$ cat config.mk
export PLATFORM = sky130hd
export DESIGN_NAME = mempool_dma_splitter
export DESIGN_NICKNAME = d
export VERILOG_FILES = /design/src/rtl/mempool_dma_splitter.sv
export SDC_FILE = /design/constraint.sdc
export NUM_CORES = 1
export LEC_CHECK = 0
export BUFFER_PORTS_ARGS = -buffer_cell sky130_fd_sc_hd__clkbuf_2
export CAP_MARGIN = 5
export CORE_UTILIZATION = 24
export DETAILED_ROUTE_END_ITERATION = 10
export PLACE_DENSITY_LB_ADDON = 0.1
export SETUP_SLACK_MARGIN = 0.2
export SYNTH_ARGS = -nofsm -noshare
export SYNTH_HDL_FRONTEND = slang
export SYNTH_SLANG_ARGS = --single-unit
$ cat constraint.sdc
create_clock -name clk_i -period 7.83 [get_ports clk_i]
set_input_delay 0.783 -clock clk_i [delete_from_list [all_inputs] [get_ports clk_i]]
set_output_delay 0.783 -clock clk_i [all_outputs]
set_load 0.01 [all_outputs]
$ cat src/rtl/mempool_dma_splitter.sv
// Group-level DMA frontend: splits one transfer into destination-slice-aligned
// chunks, steers each chunk to the backend owning that slice and retires the job.
module mempool_dma_splitter #(
   parameter int unsigned NumBackends    = 4,
   parameter int unsigned AddrWidth      = 32,
   parameter int unsigned ChunkBytes     = 1024,
   parameter int unsigned MaxOutstanding = 8
) (
   input  logic                   clk_i,
   input  logic                   rst_i,
   input  logic                   req_valid_i,
   output logic                   req_ready_o,
   input  logic [AddrWidth-1:0]   req_src_i,
   input  logic [AddrWidth-1:0]   req_dst_i,
   input  logic [31:0]            req_num_bytes_i,
   output logic                   busy_o,
   output logic                   done_o,
   output logic [NumBackends-1:0] be_valid_o,
   input  logic [NumBackends-1:0] be_ready_i,
   output logic [AddrWidth-1:0]   be_src_o,
   output logic [AddrWidth-1:0]   be_dst_o,
   output logic [31:0]            be_num_bytes_o,
   input  logic [NumBackends-1:0] be_done_i
);

   localparam int unsigned OffW = $clog2(ChunkBytes);
   localparam int unsigned OutW = $clog2(MaxOutstanding + 1);
   localparam int unsigned IdxW = (NumBackends > 1) ? $clog2(NumBackends) : 1;

   typedef enum logic [1:0] {
      IDLE  = 2'd0,
      SPLIT = 2'd1,
      DRAIN = 2'd2
   } state_t;

   state_t                 state_reg;
   logic [AddrWidth-1:0]   src_reg;
   logic [AddrWidth-1:0]   dst_reg;
   logic [31:0]            remaining_reg;
   logic [OutW-1:0]        outstanding_reg;
   logic [OutW-1:0]        outstanding_next;
   logic                   req_ready_reg;
   logic                   busy_reg;
   logic                   done_reg;

   logic [31:0]            room;
   logic [31:0]            chunk_len;
   logic [IdxW-1:0]        target;
   logic                   can_issue;
   logic                   issue;
   logic [NumBackends-1:0] be_valid;
   int                     done_cnt;
   int                     net_cnt;

   // Bytes left before the destination crosses into the next backend's slice.
   assign room      = 32'(ChunkBytes) - 32'(dst_reg[OffW-1:0]);
   assign chunk_len = (remaining_reg < room) ? remaining_reg : room;

   generate
      if (NumBackends > 1) begin : g_target
         assign target = dst_reg[OffW +: IdxW];
      end else begin : g_target_single
         assign target = '0;
      end
   endgenerate

   assign can_issue = (state_reg == SPLIT) && (outstanding_reg < OutW'(MaxOutstanding));

   generate
      for (genvar gi = 0; gi < NumBackends; gi++) begin : g_valid
         assign be_valid[gi] = can_issue && (target == IdxW'(gi));
      end
   endgenerate

   assign issue = |(be_valid & be_ready_i);

   // Issue and completions in the same cycle are netted; surplus completions
   // saturate at zero instead of wrapping the counter.
   always_comb begin
      done_cnt = $countones(be_done_i);
      net_cnt  = int'(outstanding_reg) + (issue ? 1 : 0) - done_cnt;
      if (net_cnt < 0) begin
         net_cnt = 0;
      end
      outstanding_next = OutW'(net_cnt);
   end

   always_ff @(posedge clk_i or posedge rst_i) begin
      if (rst_i) begin
         state_reg       <= IDLE;
         src_reg         <= '0;
         dst_reg         <= '0;
         remaining_reg   <= '0;
         outstanding_reg <= '0;
         req_ready_reg   <= 1'b1;
         busy_reg        <= 1'b0;
         done_reg        <= 1'b0;
      end else begin
         done_reg <= 1'b0;
         case (state_reg)
            IDLE: begin
               if (done_reg) begin
                  req_ready_reg <= 1'b1;
               end
               if (req_valid_i && req_ready_reg) begin
                  src_reg       <= req_src_i;
                  dst_reg       <= req_dst_i;
                  remaining_reg <= req_num_bytes_i;
                  req_ready_reg <= 1'b0;
                  busy_reg      <= 1'b1;
                  state_reg     <= (req_num_bytes_i == 32'd0) ? DRAIN : SPLIT;
               end
            end
            SPLIT: begin
               outstanding_reg <= outstanding_next;
               if (issue) begin
                  src_reg       <= src_reg + AddrWidth'(chunk_len);
                  dst_reg       <= dst_reg + AddrWidth'(chunk_len);
                  remaining_reg <= remaining_reg - chunk_len;
                  if (remaining_reg == chunk_len) begin
                     state_reg <= DRAIN;
                  end
               end
            end
            DRAIN: begin
               outstanding_reg <= outstanding_next;
               if (outstanding_next == '0) begin
                  state_reg <= IDLE;
                  busy_reg  <= 1'b0;
                  done_reg  <= 1'b1;
               end
            end
            default: begin
               state_reg <= IDLE;
            end
         endcase
      end
   end

   assign req_ready_o    = req_ready_reg;
   assign busy_o         = busy_reg;
   assign done_o         = done_reg;
   assign be_valid_o     = be_valid;
   assign be_src_o       = src_reg;
   assign be_dst_o       = dst_reg;
   assign be_num_bytes_o = chunk_len;

endmodule

# Word-level counts from Yosys, hierarchy flattened
# Cells that the tools add are included.
# Widths: inputs -> output; s select.
dict set report totals {
  regBits 105
  input_bits 107
  out_inout_bits 103
}
dict set report op_classes {
  n_addsub 9
  order_cmp 3
  n_eq_ne 10
  n_mux 25
  n_bitwise 1
  reduce_logical 19
}
# operator count
set ops {}
lappend ops {{$mux 32} 7}
lappend ops {{$pmux 32 s2} 3}
lappend ops {{$add 32x32->32} 2}
lappend ops {{$eq 32x32->1} 1}
lappend ops {{$logic_not 32->1} 1}
lappend ops {{$lt 32x32->1} 1}
lappend ops {{$sub 32x32->32} 1}
lappend ops {{$sub 11x10->12 const A} 1}
lappend ops {{$mux 2} 5}
lappend ops {{$mux 1} 7}
lappend ops {{$eq 2x2->1 const B} 3}
lappend ops {{$logic_and 1x1->1} 6}
lappend ops {{$lt 6x1->1 const B} 1}
lappend ops {{$ne 2x2->1 const B} 3}
lappend ops {{$pmux 2 s3} 1}
lappend ops {{$reduce_and 3->1} 2}
lappend ops {{$reduce_bool 2->1} 3}
lappend ops {{$sub 5x3->6} 1}
lappend ops {{$add 4x1->5} 1}
lappend ops {{$add 1x1->2} 2}
lappend ops {{$and 4x4->4} 1}
lappend ops {{$eq 2x1->1 const B} 2}
lappend ops {{$logic_not 2->1} 2}
lappend ops {{$logic_not 4->1} 1}
lappend ops {{other kinds (9)} 9}

# Logic depth before layout (Yosys ltp)
# Gate-level depths: netlist of the first run.
dict set report logic_depth {
  depth_word 13
  mapped_depth 27
  mapped_depth_nobuf 26
}

# Worst setup path after synthesis of the first run
# OpenSTA, ideal clock, no wires.
dict set report synth_timing {
  path_kind {reg2reg}
  start {register dst_reg[1] (netlist: be_dst_o[1])}
  end {register remaining_reg[14]}
  setup_time_ns 0.137
  t_arrival_ns 5.722
  setup_slack_ns 1.970
  path_stages_with_launch 28
  n_path_buf 1
  path_cell_list {dfrtp_1 inv_1 ha_1 inv_1 ha_1 a21o_1 a21o_1 a21o_1 a21o_1 a21o_1 a21oi_1 o21ai_1 a2111o_1 buf_6 mux2i_1 ha_1 inv_1 fa_1 a21o_1 a21oi_1 o21bai_1 a2111oi_0 o31ai_1 and2_1 nor4_2 nand2_1 o32ai_1 a2bb2oi_1}
}
dict set report synth_via {
  elab_chain_cells 6
}
# item line
set synth_lines {}
lappend synth_lines {{from (decl)} 38} ;# logic [AddrWidth-1:0] dst_reg;
lappend synth_lines {{from (signal assigned)} 107} ;# dst_reg <= req_dst_i;
lappend synth_lines {{from (signal assigned)} 118} ;# dst_reg <= dst_reg + AddrWidth'(chunk_len);
lappend synth_lines {{$sub 11x10->12} 56} ;# assign room = 32'(ChunkBytes) - 32'(dst_reg[OffW-1:0]);
lappend synth_lines {{$lt 32x32->1} 57} ;# assign chunk_len = (remaining_reg < room) ? remaining_reg : room;
lappend synth_lines {{$mux 32} 57}
lappend synth_lines {{named net be_num_bytes_o[0]} 22} ;# output logic [31:0] be_num_bytes_o,
lappend synth_lines {{$sub 32x32->32} 119} ;# remaining_reg <= remaining_reg - chunk_len;
lappend synth_lines {{$mux 32} 116} ;# if (issue) begin
lappend synth_lines {{$pmux 32 s2} 100} ;# case (state_reg)
lappend synth_lines {{to (signal assigned)} 108} ;# remaining_reg <= req_num_bytes_i;
lappend synth_lines {{to (signal assigned)} 119}
lappend synth_lines {{to (decl)} 39} ;# logic [31:0] remaining_reg;
# The timed path passes the listed nets, and every way through them passes these cells. The select of a mux whose other input is x is not followed.
# A chain may end at the register's enable or synchronous reset.

# Worst setup path in the final report of the first run
dict set report layout_timing {
  start {register dst_reg[1] (netlist: be_dst_o[1])}
  end {register remaining_reg[24]}
}
dict set report layout_via {
  elab_chain_cells 6
}
# item line
set layout_lines {}
lappend layout_lines {{$sub 11x10->12 (*)} 56}
lappend layout_lines {{$lt 32x32->1} 57}
lappend layout_lines {{$mux 32 (*)} 57}
lappend layout_lines {{$sub 32x32->32 (*)} 119}
lappend layout_lines {{$mux 32 (*)} 116}
lappend layout_lines {{$pmux 32 s2 (*)} 100}
# Every way passes the cells marked *; elsewhere a longest branch is shown, timed or not. The select of a mux whose other input is x is not followed.

==> results of run 1 <==
[final cells by class]
type,instances,area [µm²],share of cell area
diodes,1,2.502,0.0002205
clock buffers,9,225.2,0.01984
clock inverters,7,78.83,0.006944
inverters,54,205.2,0.01808
multi-input cells,978,6561,0.5780
flip-flops and latches,105,2629,0.2316
well taps,518,648.1,0.05710
repair buffers,196,1001,0.08818
[worst max path at each step]
stage | from | to | slack (ns) | cells past startpoint
2_1_floorplan | be_dst_o[1]$_DFFE_PP0P_ | remaining_reg[14]$_DFFE_PP0P_ | 1.97 | 27
3_3_place_gp | be_dst_o[0]$_DFFE_PP0P_ | remaining_reg[24]$_DFFE_PP0P_ | 1.32 | 27
3_5_place_dp | be_dst_o[0]$_DFFE_PP0P_ | remaining_reg[24]$_DFFE_PP0P_ | 1.23 | 27
4_1_cts | be_dst_o[1]$_DFFE_PP0P_ | remaining_reg[24]$_DFFE_PP0P_ | 1.22 | 27
5_1_grt | be_dst_o[1]$_DFFE_PP0P_ | be_dst_o[30]$_DFFE_PP0P_ | 0.65 | 27
6_report | be_dst_o[1]$_DFFE_PP0P_ | remaining_reg[24]$_DFFE_PP0P_ | 1.21 | 27
[report_power, final]
part	total [mW]	switching (mW)	internal [mW]
combinational	4.24	2.46	1.78
sequential	1.15	0.313	0.834
clock	0.510	0.259	0.251
[kinds of logic (layout without fill, tap and decap cells)]
logic type	after synthesis	count (layout)	synth area share
AOI/OAI and AO/OA	373	373	0.2399
xor gates and xnor gates	63	63	0.05826
adders and majority gates	98	98	0.1350
buffers and inverters	117	266	0.05588
DFF	105	105	0.2775
muxes	61	61	0.07081
other	1	62	0.0003959
and+or+nand+nor	322	322	0.1622
[cells in the final DEF, fill, tap and decap left out, types with 12 or more instances in the layout]
master and n:
inv_1 52, nand3_1 15, nand2_1 132, nor2_1 58, ha_1 90, conb_1 61
nand2b_1 12, xnor2_1 42, o21a_1 13, and3_1 20, xor2_1 21, o22ai_1 15
clkbuf_2 188, dfrtp_1 104, nor4_1 16, o21ai_0 104, mux2i_1 49, nor3_1 14
nor2b_1 14, a21o_1 30, a21oi_1 119
[per-stage QoR]
stage / hold slack [ns] / setup WS [ns] / area (µm²) / power, mW / utilization
after floorplan: 0.4724 / 1.970 / 9697 / 4.267 / -
after global placement: 0.4957 / 1.322 / 11040 / 5.422 / 0.2844
after detailed placement: 0.4985 / 1.232 / 11040 / 5.434 / 0.2844
after CTS: 0.5193 / 1.219 / 11350 / 5.984 / 0.2923
after global routing: 0.5534 / 0.6511 / 11350 / 6.587 / 0.2923
final: 0.5148 / 1.213 / 11350 / 5.898 / 0.2923
[layer usage]
layer,up-vias,wire [µm]
met4,4,298
met3,19,1383
li1,4462,-
met5,-,24
met2,178,15350
met1,4144,14730
==> run summary, run 1 <==
Worst Hold Depth: 1
Longest individual stage delay on the worst path: 0.60 ns
Drt pass-1 iters: 5
R2r setup slk: 1.21 ns
MaxCap Viol Count: 0
Deepest clock path buffer count: 2
DR WL/cell: 17.01 µm
Data arrival, critical path: 6.86 ns
Max VDD drop: 0.2489 mV
CP startpoint kind: flip-flop
Clk slew on worst S/H paths: 0.08 ns
Primary FF master, synth: dfrtp_1
Layout cells sized above 1: 0.1824
Met3 usage: 0.03604
Headroom to the max-slew limit: 0.3778
# Post-CTS Setup Buffers: 0
Hold Startpoint: remaining_reg[23]$_DFFE_PP0P_
Routed wire length: 31,780 µm
Crit path kind: flip-flop to flip-flop
Most frequent cells after synthesis: nand2_1 (132), a21oi_1 (119), dfrtp_1 (104), o21ai_0 (104), ha_1 (91)
Initial DRC count: 308
GP Congestion: 0.7845
Reg2reg start: be_dst_o[1]$_DFFE_PP0P_
Synth top area share: 0.2748
Antenna violations before repair: 3
Critical R2R Capture: remaining_reg[24]$_DFFE_PP0P_
Cells after Synth: 1,140
Fillers: 4,220
Critical Path RT: 8.07 ns
Netlist Area Pre-Place: 9472 µm²
DRC: 0
Pin count of the biggest net entering global routing: 85
Worst path top cell family by delay: compound AO/OA/AOI/OAI gates
Yosys cell types: 71
Htree depth: 3
Post-synth ARST share: 1.000
Die ar.: 40,260 µm²
Sequential area share after synthesis: 0.2775
Hold Path Class: flip-flop to flip-flop
Cts bufs inserted: 9
Port Buffers: 188
Core area: 38,830 µm²
Skew-Pair Late Insertion Delay: 0.38 ns
Cell taking the most area after synthesis: dfrtp_1
Period utilisation layout: 0.8451
Total number of vias: 8,807
Worst-Margin Slew: 0.9332 ns
Hold endpoint: remaining_reg[23]$_DFFE_PP0P_
TritonCTS clock tree: built
FF-to-FF path depth: 27
Most frequent CP cell: a21o_1
Final ANT Viol Nets: 0
Outcome: complete, no violations
Cell Pwr Density: 519.6 nW/µm²
CTS resizes: 0
Area grow syn2layout: 19.84%
Met2 usage: 0.2748
DP HPWL: 24,040 µm
Initial core utilization: 0.2439
Gr busiest metal: met2
Vias in the first global route: 8,859
Top-count cell post-synth: nand2_1
Post-route non-filler standard cell count: 1,868
Number of synthesized flops with an enable pin: 0
First-pass GRT wire length: 50,360 µm
Critical path fanouts, max: 21
Syn avg cell area: 8.308 µm²
Final hold vios: 0
WP buf/inv: 4
Hold_buf cts: 0
Setup TNS: 0 ns
Min cycle time layout: 6.617 ns
Gr ovfl total: 0
DIE HEIGHT: 200.7 µm
Final Setup Violations: 0
Root Driver: clkbuf_16
Maximum clock rate: 0.1511 GHz
Setup Skew: 0.01075 ns
Leak pwr: 5.447 nW
GRT Overall Usage: 0.1595
Die outline width: 200.7 µm
Post-synthesis register bit count: 105
Clock sinks: 105
# IOs: 210
Dpl cells: 1,851
Slowest-stage cell, CP: a2111oi_0
YS warnings: 0
DR vias/cell: 4.715
Synth area leaders: dfrtp_1 (27%), ha_1 (12%), a21oi_1 (6.3%)
Nets@finish: 1,549
Worst setup EP type: flip-flop
Site Rows: 72
RSZ-0062 raised after global routing: no
Max-slew violations: 0
Routing usage on met1: 0.2040
(Power assumes the default switching activity.)
==> run 2, diff against run 1 <==
--- a/config.mk
+++ b/config.mk
@@ -5,6 +5,7 @@
 export SDC_FILE = /design/constraint.sdc
 export NUM_CORES = 1
 export LEC_CHECK = 0
+export ABC_AREA = 1
 export BUFFER_PORTS_ARGS = -buffer_cell sky130_fd_sc_hd__clkbuf_2
 export CAP_MARGIN = 5
 export CORE_UTILIZATION = 24
==> constraint.sdc (replaced) <==
create_clock -name clk_i -period 6.61 [get_ports clk_i]
set_input_delay 0.661 -clock clk_i [delete_from_list [all_inputs] [get_ports clk_i]]
set_output_delay 0.661 -clock clk_i [all_outputs]
set_load 0.01 [all_outputs]
==> run 2 against run 1 <==
Against the previous run:
- global-route usage is 3.1 points higher
- routed wire length is 57% higher
- non-clock buffer count is 3 higher
- final cell count is 65% higher
- register-to-register slack worse by 0.22 ns
- die area is 32% higher
- clock-buffer cell count is 2 higher
- first-iteration DRC count grew to 3.2 times the previous value
- critical path depth is 3 higher
- flip-flop and latch count stayed put
- critical endpoint is now be_dst_o[28]$_DFFE_PP0P_
- largest power group unchanged
==> run summary, run 2 <==
Outcome: complete, no violations
Vias in the first global route: 13,369
Top-count cell post-synth: nand2_1
Setup TNS: 0 ns
Cells after Synth: 2,194
GRT Overall Usage: 0.1903
Cell taking the most area after synthesis: nand2_1
MaxCap Viol Count: 0
Root Driver: clkbuf_16
Final ANT Viol Nets: 0
DR WL/cell: 16.17 µm
Sequential area share after synthesis: 0.2105
# IOs: 210
Worst-Margin Slew: 0.8945 ns
Commonest cells after routing, fill and taps aside: nand2_1 (804), inv_1 (354), nor2_1 (213), nand3_1 (191), clkbuf_2 (188)
Worst path top cell family by delay: simple AND/OR/NAND/NOR gates
Core area: 51,410 µm²
WP buf/inv: 6
Layout cells sized above 1: 0.09667
FF-to-FF path depth: 30
TritonCTS clock tree: built
Final Setup Violations: 0
Skew-Pair Late Insertion Delay: 0.41 ns
# Post-CTS Setup Buffers: 0
Commonest non-fill, non-tap cell in the layout: nand2_1
Clock sinks: 105
Number of synthesized flops with an enable pin: 0
Min cycle time layout: 5.615 ns
R2r setup slk: 0.99 ns
CTS resizes: 0
DP HPWL: 40,880 µm
Max-slew violations: 0
Netlist Area Pre-Place: 12,490 µm²
Initial core utilization: 0.2430
Hold Path Class: primary input to async pin
Maximum clock rate: 0.1781 GHz
Longest individual stage delay on the worst path: 0.55 ns
Initial DRC count: 983
Worst setup EP type: flip-flop
Compound-Gate Fraction of Synth Area: 0.09457
Slowest-stage cell, CP: nand2_1
Leak pwr: 8.319 nW
Headroom to the max-slew limit: 0.4037
ANT cells: 0
Most frequent CP cell: nand2_1
Post-synthesis register bit count: 105
Gr ovfl total: 0
Port Buffers: 188
First-pass GRT wire length: 77,250 µm
Multiplexer area fraction after synthesis: 0
Critical R2R Capture: be_dst_o[28]$_DFFE_PP0P_
Final hold vios: 0
Post-Synth XOR/XNOR Area: 0.01543
Die outline width: 230.1 µm
Die ar.: 52,960 µm²
Deepest clock path buffer count: 2
Post-route non-filler standard cell count: 3,080
RSZ-0062 raised after global routing: no
Routed wire length: 49,790 µm
Syn avg cell area: 5.693 µm²
Largest family of logic cells by synthesized area: simple AND/OR/NAND/NOR gates
Most frequent cells after synthesis: nand2_1 (805), inv_1 (355), nor2_1 (213)
Area grow syn2layout: 16.16%
Clk slew on worst S/H paths: 0.09 ns
CP startpoint kind: flip-flop
DRC: 0
GP Congestion: 0.9194
Setup Skew: 0.02039 ns
Cts bufs inserted: 9
DR vias/cell: 4.483
Period utilisation layout: 0.8495
Drt pass-1 iters: 7
YS warnings: 0
Hold_buf cts: 0
Max VDD drop: 0.1977 mV
Dpl cells: 3,065
Pin count of the biggest net entering global routing: 72
Nets@finish: 2,601
Yosys cell types: 37
Critical Path RT: 6.91 ns
Post-Synth Simple-Gate Area: 0.4397
Cell Pwr Density: 570.4 nW/µm²
Post-synth ARST share: 1.000
Crit path kind: flip-flop to flip-flop
Primary FF master, synth: dfrtp_1
Htree depth: 3
Synth area leaders: nand2_1 (24%), dfrtp_1 (21%), inv_1 (11%)
Site Rows: 83
Antenna violations before repair: 0
Total number of vias: 13,808
Synth Area in Adders: 0.1024
Reg2reg start: be_dst_o[1]$_DFFE_PP0P_
Data arrival, critical path: 5.91 ns
DIE HEIGHT: 230.1 µm
Critical path fanouts, max: 22
Synth top area share: 0.2419
run 2: area by class of cell:
| cell class | instances | area (µm²) |
|---|---|---|
| Timing Repair Buffer | 199 | 1023 |
| Multi-Input combinational cell | 1722 | 8393 |
| Fill cell | 6009 | 36900 |
| Clock inverter | 4 | 28.78 |
| Clock buffer | 11 | 232.7 |
| Inverter | 359 | 1350 |
| Tap cell | 680 | 850.8 |
| Sequential cell | 105 | 2629 |
run 2: per-layer routing:
metal / up-vias / wire [µm] / GRT usage
met5: - / 0 / 0
met1: 6254 / 25430 / 0.2690
li1: 7226 / - / -
met2: 288 / 21350 / 0.2975
met4: 0 / 1091 / 0.05836
met3: 40 / 1921 / 0.02505
run 2: worst max path at each step:
stage | from | to | slack, ns | cells past startpoint
2_1_floorplan | be_dst_o[1]$_DFFE_PP0P_ | remaining_reg[24]$_DFFE_PP0P_ | 2.38 | 26
6_report | be_dst_o[1]$_DFFE_PP0P_ | be_dst_o[28]$_DFFE_PP0P_ | 0.99 | 30
3_5_place_dp | be_dst_o[1]$_DFFE_PP0P_ | be_dst_o[28]$_DFFE_PP0P_ | 0.97 | 30
4_1_cts | be_dst_o[1]$_DFFE_PP0P_ | be_dst_o[28]$_DFFE_PP0P_ | 0.94 | 30
5_1_grt | be_dst_o[0]$_DFFE_PP0P_ | be_dst_o[28]$_DFFE_PP0P_ | 0.31 | 30
3_3_place_gp | be_dst_o[1]$_DFFE_PP0P_ | be_dst_o[28]$_DFFE_PP0P_ | 0.94 | 30
run 2: through the flow:
| stage | power, mW | cell area, µm² | setup slack (ns) | util | hold WS (ns) |
|---|---|---|---|---|---|
| floorplan | 5.683 | 12710 | 2.375 | - | 0.4716 |
| global placement | 7.594 | 14250 | 0.9433 | 0.2771 | 0.4939 |
| detailed placement | 7.605 | 14250 | 0.9749 | 0.2771 | 0.4982 |
| CTS | 8.215 | 14510 | 0.9378 | 0.2822 | 0.4628 |
| global route | 9.280 | 14510 | 0.3100 | 0.2822 | 0.4936 |
| finish | 8.275 | 14510 | 0.9950 | 0.2822 | 0.4349 |
run 2: where the power goes:
group	total [mW]	internal [mW]	switching [mW]	leakage, nW
clock	0.565	0.256	0.309	0.122
sequential	1.38	0.969	0.408	1.26
combinational	6.33	2.05	4.29	6.93
total	8.27	3.27	5.00	8.32
run 2: cell families (layout without fill, tap and decap cells):
| family | after synthesis | after routing |
|---|---|---|
| simple gates | 1327 | 1327 |
| buf+inv | 427 | 573 |
| compound gates | 214 | 214 |
| flops | 105 | 105 |
| fa+ha+maj | 98 | 98 |
| xor+xnor | 22 | 22 |
| other cells | 1 | 61 |
==> run 3, diff against run 2 <==
==> constraint.sdc (replaced) <==
create_clock -name clk_i -period 5.6 [get_ports clk_i]
set_input_delay 0.56 -clock clk_i [delete_from_list [all_inputs] [get_ports clk_i]]
set_output_delay 0.56 -clock clk_i [all_outputs]
set_load 0.01 [all_outputs]
==> run 3 against run 2 <==
Against the previous run:
- global-route usage shrank 0.16 points
- setup slack lost 0.28 ns
- combinational power grew 18%
- critical path depth shrank 5
- largest cell class unchanged
- highest routed layer unchanged
==> run summary, run 3 (same netlist as run 2, synthesis figures left out) <==
Outcome: complete, no violations
Min cycle time layout: 4.883 ns
Critical path fanouts, max: 13
Port Buffers: 188
Headroom to the max-slew limit: 0.3893
Area grow syn2layout: 16.69%
Critical R2R Capture: be_src_o[17]$_DFFE_PP0P_
Post-route cell area: 14,570 µm²
DP HPWL: 40,490 µm
Site Rows: 83
Crit path to: be_src_o[17]$_DFFE_PP0P_
# Post-CTS Setup Buffers: 0
Initial core utilization: 0.2430
Layout cells sized above 1: 0.09875
Data arrival, critical path: 5.17 ns
Commonest cells after routing, fill and taps aside: nand2_1 (803), inv_1 (354), nor2_1 (213), nand3_1 (191), clkbuf_2 (188)
MaxCap Viol Count: 0
Setup Skew: 0.01275 ns
ANT cells: 0
Max-slew violations: 0
Routed wire length: 49,510 µm
Drt pass-1 iters: 5
Commonest non-fill, non-tap cell in the layout: nand2_1
Setup TNS: 0 ns
Gr ovfl total: 0
Die outline width: 230.1 µm
Final ANT Viol Nets: 0
Final Setup Violations: 0
Skew-Pair Late Insertion Delay: 0.40 ns
Final hold vios: 0
Critical path origin: be_dst_o[1]$_DFFE_PP0P_
DR WL/cell: 16.07 µm
Core Util, Final: 0.2835
Critical Path RT: 5.89 ns
Antenna violations before repair: 0
Period utilisation layout: 0.8719
Die ar.: 52,960 µm²
Reg2reg start: be_dst_o[1]$_DFFE_PP0P_
Htree depth: 3
Pin count of the biggest net entering global routing: 75
Vias in the first global route: 13,195
TritonCTS clock tree: built
Crit path kind: flip-flop to flip-flop
Deepest clock path buffer count: 2
DIE HEIGHT: 230.1 µm
DR vias/cell: 4.488
Core area: 51,410 µm²
Nets@finish: 2,601
Hold WS: 0.3473 ns
DP Area: 14,250 µm²
Clock sinks: 105
Maximum clock rate: 0.2048 GHz
DRC: 0
Cts bufs inserted: 9
RSZ-0062 raised after global routing: no
Root Driver: clkbuf_16
# IOs: 210
R2r setup slk: 0.72 ns
GP Congestion: 0.8744
Worst setup EP type: flip-flop
First-pass GRT wire length: 76,990 µm
Initial DRC count: 828
FF-to-FF path depth: 25
Leak pwr: 8.346 nW
CP startpoint kind: flip-flop
Total number of vias: 13,823
Cell Pwr Density: 675.4 nW/µm²
Max VDD drop: 0.2216 mV
Hold Path Class: primary input to async pin
Worst-Margin Slew: 0.9161 ns
Clk slew on worst S/H paths: 0.08 ns
GRT Overall Usage: 0.1887
Pwr Total: 9.844 mW
[run 3: through the flow]
step / setup slack [ns] / instances
after global placement: 0.6126 / 3065
after global routing: 0.2401 / 3080
final: 0.7172 / 3080
after floorplan: 1.365 / 2254
after detailed placement: 0.4933 / 3065
after CTS: 0.4597 / 3080
[run 3: routing by layer]
metal,up-vias,part of all wire,global-route usage
met5,-,0,0
met4,0,0.016,0.04719
met3,31,0.034,0.02183
met2,265,0.43,0.2942
met1,6298,0.52,0.2732
li1,7229,-,-
[run 3: final cells by class]
cell class / instances / area [µm²]
Clock buffer: 11 / 252.7
Clock inverter: 4 / 51.30
Fill cell: 5915 / 36830
Inverter: 359 / 1350
Multi-Input combinational cell: 1722 / 8413
Sequential cell: 105 / 2629
Tap cell: 680 / 850.8
Timing Repair Buffer: 199 / 1027
[run 3: worst min-delay path by stage]
| stage | end | startpoint | cells after the start |
|---|---|---|---|
| 2_1_floorplan | remaining_reg[23]$_DFFE_PP0P_ | remaining_reg[23]$_DFFE_PP0P_ | 2 |
| 3_3_place_gp | be_dst_o[23]$_DFFE_PP0P_ | be_dst_o[23]$_DFFE_PP0P_ | 2 |
| 3_5_place_dp | be_dst_o[22]$_DFFE_PP0P_ | be_dst_o[22]$_DFFE_PP0P_ | 2 |
| 4_1_cts | be_src_o[14]$_DFFE_PP0P_ | req_src_i[14] | 3 |
| 5_1_grt | be_src_o[14]$_DFFE_PP0P_ | req_src_i[14] | 3 |
| 6_report | be_dst_o[24]$_DFFE_PP0P_ | rst_i | 2 |
[run 3: power breakdown]
group | switching (mW) | internal [mW]
clock | 0.370 | 0.371
sequential | 0.490 | 1.14
combinational | 5.05 | 2.42
[run 3: critical path, stage by stage (launching register included)]
cell and delay (ns):
dfrtp_1 0.41, inv_1 0.14, ha_1 0.21, nand3_1 0.12, nor2_1 0.11, nand2_1 0.10, nor3_2 0.18, nand3_1 0.17
ha_1 0.22, or3_1 0.42, nor4_4 0.28, nand2_2 0.24, nand2_1 0.11, nand2_1 0.18, ha_1 0.45, nand2_1 0.14
inv_1 0.13, nand2_1 0.09, nor3_1 0.25, nand2_1 0.13, nand2_1 0.14, nand2_1 0.10, nand3_1 0.09, nand3_1 0.17
nand2_1 0.11, nand2_1 0.05
[run 3: what timing repair did]
item / CTS / global route
endpoints found under the setup margin: 0 / 45
hold buffers: 0 / 0
hold endpoints to repair: 0 / 0
resized for setup: 0 / 6
